## config.mk

```make
export PLATFORM = sky130hd
export DESIGN_NAME = core_sequencer_flat
export DESIGN_NICKNAME = d
export VERILOG_FILES = /design/src/rtl/core_sequencer_if.sv /design/src/rtl/core_sequencer.sv /design/src/flat_wrapper.sv
export SDC_FILE = /design/constraint.sdc
export NUM_CORES = 1
export LEC_CHECK = 0
export ABC_CLOCK_PERIOD_IN_PS = 3000
export CAP_MARGIN = 20
export CORE_UTILIZATION = 35
export CTS_CLUSTER_DIAMETER = 40
export DETAILED_ROUTE_END_ITERATION = 6
export PLACE_DENSITY = 0.79
export SYNTH_ARGS = -nofsm -noshare
export SYNTH_HDL_FRONTEND = slang
export SYNTH_SLANG_ARGS = --single-unit
```

## constraint.sdc

```tcl
create_clock -name clk -period 3 [get_ports clk]
set_clock_uncertainty 0.1 [all_clocks]
set_input_delay 0.3 -clock clk [delete_from_list [all_inputs] [get_ports clk]]
set_output_delay 0.3 -clock clk [all_outputs]
set_load 0.02 [all_outputs]
```

## src/rtl/core_sequencer_if.sv

```systemverilog
// ---------------------------------------------------------------------------
// core_sequencer_if
//   Instruction- and data-memory handshake bundle between the core sequencer
//   (master) and the memory subsystem (slave).
//
//   imem_req_valid  master->slave  fetch request
//   imem_req_ready  slave->master  instruction memory accepts request
//   imem_req_addr   master->slave  fetch address (XLEN)
//   imem_resp_valid slave->master  fetch data valid
//   imem_resp_data  slave->master  fetched instruction (32)
//   dmem_req_valid  master->slave  data access request
//   dmem_req_ready  slave->master  data memory accepts request
//   dmem_resp_valid slave->master  load data ready / store acknowledged
// ---------------------------------------------------------------------------
interface core_sequencer_if #(
    parameter int unsigned XLEN = 32
);
    logic            imem_req_valid;
    logic            imem_req_ready;
    logic [XLEN-1:0] imem_req_addr;
    logic            imem_resp_valid;
    logic [31:0]     imem_resp_data;
    logic            dmem_req_valid;
    logic            dmem_req_ready;
    logic            dmem_resp_valid;

    modport master (
        output imem_req_valid,
        output imem_req_addr,
        output dmem_req_valid,
        input  imem_req_ready,
        input  imem_resp_valid,
        input  imem_resp_data,
        input  dmem_req_ready,
        input  dmem_resp_valid
    );

    modport slave (
        input  imem_req_valid,
        input  imem_req_addr,
        input  dmem_req_valid,
        output imem_req_ready,
        output imem_resp_valid,
        output imem_resp_data,
        output dmem_req_ready,
        output dmem_resp_valid
    );
endinterface

```

## src/rtl/core_sequencer.sv

```systemverilog
// ---------------------------------------------------------------------------
// core_sequencer
//   Multi-cycle control sequencer for the RV32 core. Fetches one instruction
//   at a time over the imem handshake, latches it for decode, optionally runs
//   one data access over the dmem handshake, and then commits the instruction
//   in a single COMMIT cycle so PC and register file are written exactly once.
//   Stops on ebreak (halted) or on a memory wait that exceeds TIMEOUT cycles
//   (bus_err); both are sticky until reset.
//
//   clk       in   system clock, rising edge
//   rst       in   asynchronous active-low reset
//   pc        in   current PC register value
//   mem       ---  memory handshake bundle (master side)
//   inst      out  latched instruction for decode
//   is_load   in   decoded load
//   is_store  in   decoded store
//   dec_wen   in   control-unit register write request
//   halt_req  in   decoded ebreak
//   pc_wen    out  PC register write enable (COMMIT only)
//   reg_wen   out  register file write enable (COMMIT only)
//   retire    out  one-cycle pulse per committed instruction
//   halted    out  sticky, ebreak committed
//   bus_err   out  sticky, memory wait timed out
// ---------------------------------------------------------------------------
module core_sequencer #(
    parameter int unsigned XLEN    = 32,
    parameter logic [7:0]  TIMEOUT = 8'd255,
    parameter logic [31:0] NOP     = 32'h0000_0013
) (
    input  logic                   clk,
    input  logic                   rst,
    input  logic [XLEN-1:0]        pc,
    core_sequencer_if.master       mem,
    output logic [31:0]            inst,
    input  logic                   is_load,
    input  logic                   is_store,
    input  logic                   dec_wen,
    input  logic                   halt_req,
    output logic                   pc_wen,
    output logic                   reg_wen,
    output logic                   retire,
    output logic                   halted,
    output logic                   bus_err
);

    localparam logic [3:0] S_IDLE   = 4'd0;
    localparam logic [3:0] S_FETCH  = 4'd1;
    localparam logic [3:0] S_IWAIT  = 4'd2;
    localparam logic [3:0] S_EXEC   = 4'd3;
    localparam logic [3:0] S_MEM    = 4'd4;
    localparam logic [3:0] S_MWAIT  = 4'd5;
    localparam logic [3:0] S_COMMIT = 4'd6;
    localparam logic [3:0] S_HALT   = 4'd7;
    localparam logic [3:0] S_ERR    = 4'd8;

    logic [3:0]  r_state;
    logic [3:0]  w_next;
    logic [7:0]  r_cnt;
    logic [31:0] r_inst;
    logic        r_halt;     // instruction in flight is ebreak
    logic        r_wen;      // register write allowed at commit
    logic        w_waiting;  // state is a memory wait state
    logic        w_timeout;

    assign w_waiting = (r_state == S_FETCH) || (r_state == S_IWAIT) ||
                       (r_state == S_MEM)   || (r_state == S_MWAIT);
    assign w_timeout = (r_cnt == TIMEOUT);

    // Next-state logic. A completing handshake is tested before the timeout,
    // so a handshake in the very cycle the count reaches TIMEOUT wins.
    // NOTE: w_next gets a default before the case so no path leaves it
    // unassigned; otherwise synthesis infers a latch.
    always_comb begin
        w_next = r_state;
        case (r_state)
            S_IDLE:   w_next = S_FETCH;
            S_FETCH: begin
                if (mem.imem_req_ready)       w_next = S_IWAIT;
                else if (w_timeout)           w_next = S_ERR;
            end
            S_IWAIT: begin
                if (mem.imem_resp_valid)      w_next = S_EXEC;
                else if (w_timeout)           w_next = S_ERR;
            end
            S_EXEC: begin
                if (halt_req)                 w_next = S_COMMIT;
                else if (is_load || is_store) w_next = S_MEM;
                else                          w_next = S_COMMIT;
            end
            S_MEM: begin
                if (mem.dmem_req_ready)       w_next = S_MWAIT;
                else if (w_timeout)           w_next = S_ERR;
            end
            S_MWAIT: begin
                if (mem.dmem_resp_valid)      w_next = S_COMMIT;
                else if (w_timeout)           w_next = S_ERR;
            end
            S_COMMIT: w_next = r_halt ? S_HALT : S_FETCH;
            S_HALT:   w_next = S_HALT;
            S_ERR:    w_next = S_ERR;
            default:  w_next = S_IDLE;
        endcase
    end

    // NOTE: sequential state uses non-blocking assignments so every register
    // samples pre-edge values regardless of statement order.
    always_ff @(posedge clk or negedge rst) begin
        if (!rst) begin
            r_state <= S_IDLE;
            r_cnt   <= 8'd0;
            r_inst  <= NOP;
            r_halt  <= 1'b0;
            r_wen   <= 1'b0;
        end else begin
            r_state <= w_next;

            // Every state change restarts the count, which covers entry into
            // each wait state; it can never pass TIMEOUT because reaching it
            // forces a state change.
            if (w_next != r_state) begin
                r_cnt <= 8'd0;
            end else if (w_waiting) begin
                r_cnt <= r_cnt + 8'd1;
            end

            // Responses are only looked at in IWAIT; stale ones are dropped.
            if ((r_state == S_IWAIT) && mem.imem_resp_valid) begin
                r_inst <= mem.imem_resp_data;
            end

            // Decode outputs are captured once in EXEC so COMMIT sees a
            // consistent flavour. A pure store never writes a register; a
            // combined load/store follows the load rule.
            if (r_state == S_EXEC) begin
                r_halt <= halt_req;
                r_wen  <= dec_wen && !halt_req && !(is_store && !is_load);
            end
        end
    end

    // The PC register commits on the same edge that enters FETCH, so the
    // address is taken from pc while in FETCH rather than registered on entry.
    // pc_wen is 0 throughout FETCH, so the address stays stable until ready.
    assign mem.imem_req_valid = (r_state == S_FETCH);
    assign mem.imem_req_addr  = (r_state == S_FETCH) ? pc : '0;
    assign mem.dmem_req_valid = (r_state == S_MEM);

    assign inst    = r_inst;
    assign retire  = (r_state == S_COMMIT);
    assign pc_wen  = (r_state == S_COMMIT) && !r_halt;
    assign reg_wen = (r_state == S_COMMIT) && r_wen;
    assign halted  = (r_state == S_HALT);
    assign bus_err = (r_state == S_ERR);

endmodule

```

## src/flat_wrapper.sv

```systemverilog
// flat-port wrapper written by rule: the top's interface ports become plain ports
module core_sequencer_flat 
#(
    parameter int unsigned XLEN    = 32,
    parameter logic [7:0]  TIMEOUT = 8'd255,
    parameter logic [31:0] NOP     = 32'h0000_0013
)
  (clk, rst, pc, inst, is_load, is_store, dec_wen, halt_req, pc_wen, reg_wen, retire, halted, bus_err, mem_imem_req_valid, mem_imem_req_addr, mem_dmem_req_valid, mem_imem_req_ready, mem_imem_resp_valid, mem_imem_resp_data, mem_dmem_req_ready, mem_dmem_resp_valid);
  core_sequencer_if #(.XLEN(XLEN)) mem_i ();
  input  logic clk;
  input  logic rst;
  input  logic [XLEN-1:0] pc;
  output logic [31:0] inst;
  input  logic is_load;
  input  logic is_store;
  input  logic dec_wen;
  input  logic halt_req;
  output logic pc_wen;
  output logic reg_wen;
  output logic retire;
  output logic halted;
  output logic bus_err;
  output wire logic [$bits(mem_i.imem_req_valid)-1:0] mem_imem_req_valid;
  output wire logic [$bits(mem_i.imem_req_addr)-1:0] mem_imem_req_addr;
  output wire logic [$bits(mem_i.dmem_req_valid)-1:0] mem_dmem_req_valid;
  input wire logic [$bits(mem_i.imem_req_ready)-1:0] mem_imem_req_ready;
  input wire logic [$bits(mem_i.imem_resp_valid)-1:0] mem_imem_resp_valid;
  input wire logic [$bits(mem_i.imem_resp_data)-1:0] mem_imem_resp_data;
  input wire logic [$bits(mem_i.dmem_req_ready)-1:0] mem_dmem_req_ready;
  input wire logic [$bits(mem_i.dmem_resp_valid)-1:0] mem_dmem_resp_valid;
  assign mem_imem_req_valid = mem_i.imem_req_valid;
  assign mem_imem_req_addr = mem_i.imem_req_addr;
  assign mem_dmem_req_valid = mem_i.dmem_req_valid;
  assign mem_i.imem_req_ready = mem_imem_req_ready;
  assign mem_i.imem_resp_valid = mem_imem_resp_valid;
  assign mem_i.imem_resp_data = mem_imem_resp_data;
  assign mem_i.dmem_req_ready = mem_dmem_req_ready;
  assign mem_i.dmem_resp_valid = mem_dmem_resp_valid;
  core_sequencer #(.XLEN(XLEN), .TIMEOUT(TIMEOUT), .NOP(NOP)) u_core (.clk(clk), .rst(rst), .pc(pc), .mem(mem_i), .inst(inst), .is_load(is_load), .is_store(is_store), .dec_wen(dec_wen), .halt_req(halt_req), .pc_wen(pc_wen), .reg_wen(reg_wen), .retire(retire), .halted(halted), .bus_err(bus_err));
endmodule
```

==> Word level (Yosys, flattened, before mapping) <==
Cells that the tools add are included.
{ "totals": {"ff_bits": 46, "inputBits": 74, "out_inout_bits": 71, "wordCells": 44} }
{ "op_classes": {"add_sub_neg": 1, "eq_ne": 10, "muxes": 12, "reduce_logical": 16} }
{ "ops": {"columns": ["cell", "n"], "rows": [
  ["case mux 4 bit (9 select lines)", 1],
  ["2-to-1 mux 32 bit", 1],
  ["2-to-1 mux 4 bit", 6],
  ["equality test 4 x 3 -> 1 bit, second input constant", 4],
  ["2-to-1 mux 8 bit", 2],
  ["adder 8 x 1 -> 8 bit, second input constant", 1],
  ["equality test 4 x 2 -> 1 bit, second input constant", 2],
  ["equality test 8 bit, second input constant", 1],
  ["logical AND 1 bit", 6],
  ["equality test 4 x 1 -> 1 bit, second input constant", 1],
  ["equality test 4 bit, second input constant", 1],
  ["zero test 1 bit", 4],
  ["zero test 4 bit", 1],
  ["logical OR 1 bit", 4],
  ["inequality test 4 bit", 1],
  ["2-to-1 mux 3 bit", 1],
  ["2-to-1 mux 2 bit", 1],
  ["nonzero test 2 bit", 1]
]} }

==> Depth between registers and ports, before layout <==
{ "depth": {"ltp_word": 6, "depth_mapped": 6, "ltp_nobuf": 5} }

==> Worst setup path after synthesis <==
No wires, ideal clock.
{ "synth_timing": {"kind": "register -> output", "start": "register u_core.r_state[3]", "end": "output mem_imem_req_addr[22]", "t_arrival_ns": 1.693, "required_ns": 2.600, "path_slack_ns": 0.907, "path_stages_with_launch": 6, "n_path_buf": 2, "cell_sequence": "dfrtp_1 > buf_2 > nand2b_1 > nor3_1 > clkbuf_1 > and2_1"} }
{ "synth_between": {"elab_chain_cells": 2} }
{ "synth_rtl": {"columns": ["element", "line_no", "text"], "rows": [
  ["start: declaration", "core_sequencer.sv:56", "logic [3:0] r_state;"],
  ["start signal: assignment", "core_sequencer.sv:115", "r_state <= w_next;"],
  ["equality test 4 x 1 -> 1 bit", null, null],
  ["named net mem_imem_req_valid", "flat_wrapper.sv:23", "output wire logic [$bits(mem_i.imem_req_valid)-1:0] mem_imem_req_valid;"],
  ["2-to-1 mux 32 bit", "core_sequencer.sv:145", "assign mem.imem_req_addr = (r_state == S_FETCH) ? pc : '0;"],
  ["end: declaration", "flat_wrapper.sv:24", "output wire logic [$bits(mem_i.imem_req_addr)-1:0] mem_imem_req_addr;"]
]} }
The timed path passes the listed nets, and every way through them passes these cells.

==> Worst setup path after layout <==
{ "layout_timing": {"start": "register u_core.r_state[3]", "end": "output mem_imem_req_addr[6]"} }
{ "layout_between": {"elab_chain_cells": 2} }
{ "layout_rtl": {"columns": ["element", "line_no"], "rows": [
  ["equality test 4 x 1 -> 1 bit", "core_sequencer.sv:145"],
  ["2-to-1 mux 32 bit", "core_sequencer.sv:145"]
]} }
No other way between the ends.

==> impl_metrics.json <==
{
  "first_global_vias": 2192,
  "gp_congestion": 0.8968,
  "place_hpwl_um": 4666,
  "finalSetupTns_ns": 0,
  "antenna_found_initial": 0,
  "yosysTopAreaCellShare_pct": 43.81,
  "fin_area_um2": 4093,
  "vias_per_cell": 4.789,
  "dieArea_um2": 7356,
  "ys_warn_count": 0,
  "required_ns": 2.60,
  "finalCritPeriodShare_pct": 86.50,
  "rows": 30,
  "via_count": 2184,
  "cp_num_buf_inv": 2,
  "clkTransAtPathRegs_ns": 0.08,
  "synthArstFlopShare_pct": 100.0,
  "outcome": "finished, final reports clean",
  "cp_top_family": "buffers and inverters",
  "synth_nets": 292,
  "slew_viol_final": 0,
  "ios": 145,
  "leakage_nw": 1.563,
  "synth_cell_types": 44,
  "rsz0062_at_grt": "false",
  "overflow": 0,
  "path_class": "reg2out",
  "synth_area_um2": 2456,
  "startpoint_type": "flip-flop",
  "drive_gt1_share_pct": 17.22,
  "synthFlopType": "dfrtp_1",
  "synth_area_leaders": "dfrtp_1, mux2_2, and2_1",
  "p_total_w": 0.003566,
  "htree_num_levels": 2,
  "synth_edf_count": 0,
  "root_buffer": "clkbuf_8",
  "hold_path_class": "in2async",
  "syn2layout_area_growth_pct": 66.63,
  "numCtsBuffers": 5,
  "cpPeakStageDelay_ns": 0.61,
  "drcViolationCount": 0,
  "numClockSinks": 46,
  "path_cells": "nand2b_1, nor3_2, buf_4, and2_1, clkdlybuf4s50_1",
  "peakVddDrop_mv": 0.4207,
  "grtUsageTotal_pct": 16.80,
  "clockBufferDepth": 2,
  "n_antenna_cell": 0,
  "fmax_mhz": 385.4,
  "nNetsFinal": 434,
  "synthCells": 217,
  "power-per-cell-area_nw_per_um2": 871.3,
  "worstMarginPinSlew_ns": 0.8000,
  "syn_area_per_cell_um2": 11.32,
  "grt_pass1_wl_um": 9722,
  "hold_viol": 0,
  "core_um2": 6794,
  "final_common_cell": "clkdlybuf4s50_1",
  "setup_viol": 0,
  "clock_latency_ns": 0.29,
  "cp.depth": 5,
  "synth_top_cell_by_area": "dfrtp_1",
  "die_h_um": 85.77,
  "drt_iter0_markers": 99,
  "post-route-min-period_ns": 2.595,
  "ys_seq_area_share_pct": 47.02,
  "final_cell_mix": "clkdlybuf4s50_1, dfrtp_1, and2_1, mux2_2, xnor2_1",
  "maxSlewHeadroom_pct": 46.46,
  "wl_um": 6128,
  "worstPathArrival_ns": 2.19,
  "critPathCaptureType": "primary output",
  "crit_fanout": 33,
  "port_buffers": 144,
  "start_util_pct": 36.15,
  "cts_tree": "built",
  "slowest_stage": "clkdlybuf4s50_1",
  "drt-pass1-iter-count": 4,
  "fp.dieW_um": 85.77,
  "maxCapViolCount": 0,
  "antenna_left": 0,
  "dpl_cell_area_um2": 3973,
  "ff2ff_path_depth": 5,
  "synth-seq-cells": 46,
  "cts_setup_buffers": 0,
  "grt_max_degree": 47,
  "fillers": 574,
  "wl_per_cell_um": 13.44
}
kinds of logic after synthesis:
group | after synthesis | synth area share (%)
compound gates | 30 | 10.29
xor+xnor | 9 | 3.210
fa+ha+maj | 1 | 0.5093
buf+inv | 19 | 3.668
flops | 46 | 47.02
mux | 34 | 15.54
simple gates | 78 | 19.77
where the power goes:
part	switching (W)	total (W)	leakage, nW	internal, W
logic	0.00102	0.00211	0.953	0.00108
clock network	0.000208	0.000372	0.0441	0.000164
registers	0.000193	0.00109	0.566	0.000895
flip-flops by register name (all words and copies together) (netlist names):
signal and flops:
u_core.r_cnt 8, u_core.inst 32, u_core.r_halt 1, u_core.r_wen 1
u_core.r_state 4
final cells by class:
class | instances | area, um^2 | area share [%]
Timing Repair Buffer | 150 | 1496 | 36.56
Sequential cell | 46 | 1155 | 28.22
Clock buffer | 5 | 68.82 | 1.681
Tap cell | 96 | 120.1 | 2.935
Clock inverter | 3 | 21.27 | 0.5197
Multi-Input combinational cell | 152 | 1216 | 29.72
Inverter | 4 | 15.01 | 0.3669
what timing repair did:
| item | CTS | global route |
|---|---|---|
| gates resized for setup | 0 | 0 |
| endpoints found under the hold margin | 0 | 43 |
| hold buffers | 0 | 1 |
per-layer routing:
metal / vias up / global-route usage (%) / part of all wire [%]
li1: 1051 / - / -
met1: 1008 / 19.40 / 41
met2: 120 / 29.16 / 49
met3: 5 / 5.294 / 8.9
met4: 0 / 6.364 / 1.2
met5: - / 0 / 0
synth_stat cells, types with 2 or more instances:
library cell	number
nor2_1	4
o21ai_0	6
a211oi_1	4
mux2_2	33
dfrtp_1	43
nor4_2	2
dfstp_2	3
a21oi_1	6
nand3_1	4
inv_1	4
xnor2_1	9
nor4_1	6
nor2b_1	4
clkbuf_1	7
nor3_1	6
buf_2	6
nand2_1	6
and2_1	33
a2111oi_2	3
nand2b_1	4
through the flow:
stage          cells  setup WS [ns]  utilization (%)  hold slack [ns]
4_1_cts          454         0.3959            59.80           0.1036
3_3_place_gp     446         0.7279            58.47           0.3876
2_1_floorplan    217         0.9067                -         -0.09559
3_5_place_dp     446         0.6994            58.47           0.3945
5_1_grt          456         0.2271            60.24           0.2726
6_report         456         0.4050            60.24           0.2521
final timing paths:
| kind | startpoint | slack [ns] | endpoint |
|---|---|---|---|
| max | u_core.r_state[3] | 0.41 | mem_imem_req_addr[6] |
| max reg2reg | u_core.r_state[1] | 0.64 | u_core.r_state[1] |
| min reg2reg | u_core.inst[31] | 0.41 | u_core.inst[31] |
| max in group asynchronous | rst | 2.05 | u_core.inst[4] |
| min | rst | 0.25 | u_core.inst[24] |
| min in group clk | u_core.inst[31] | 0.41 | u_core.inst[31] |
worst reg2reg max path, stage by stage, from the launching register on:
cell and delay [ns]:
dfrtp_1 0.72, nor2b_1 0.34, and4_1 0.23, buf_4 0.36
a21oi_1 0.09, o311ai_0 0.39
Note: power is estimated with default switching activity, not from simulation.
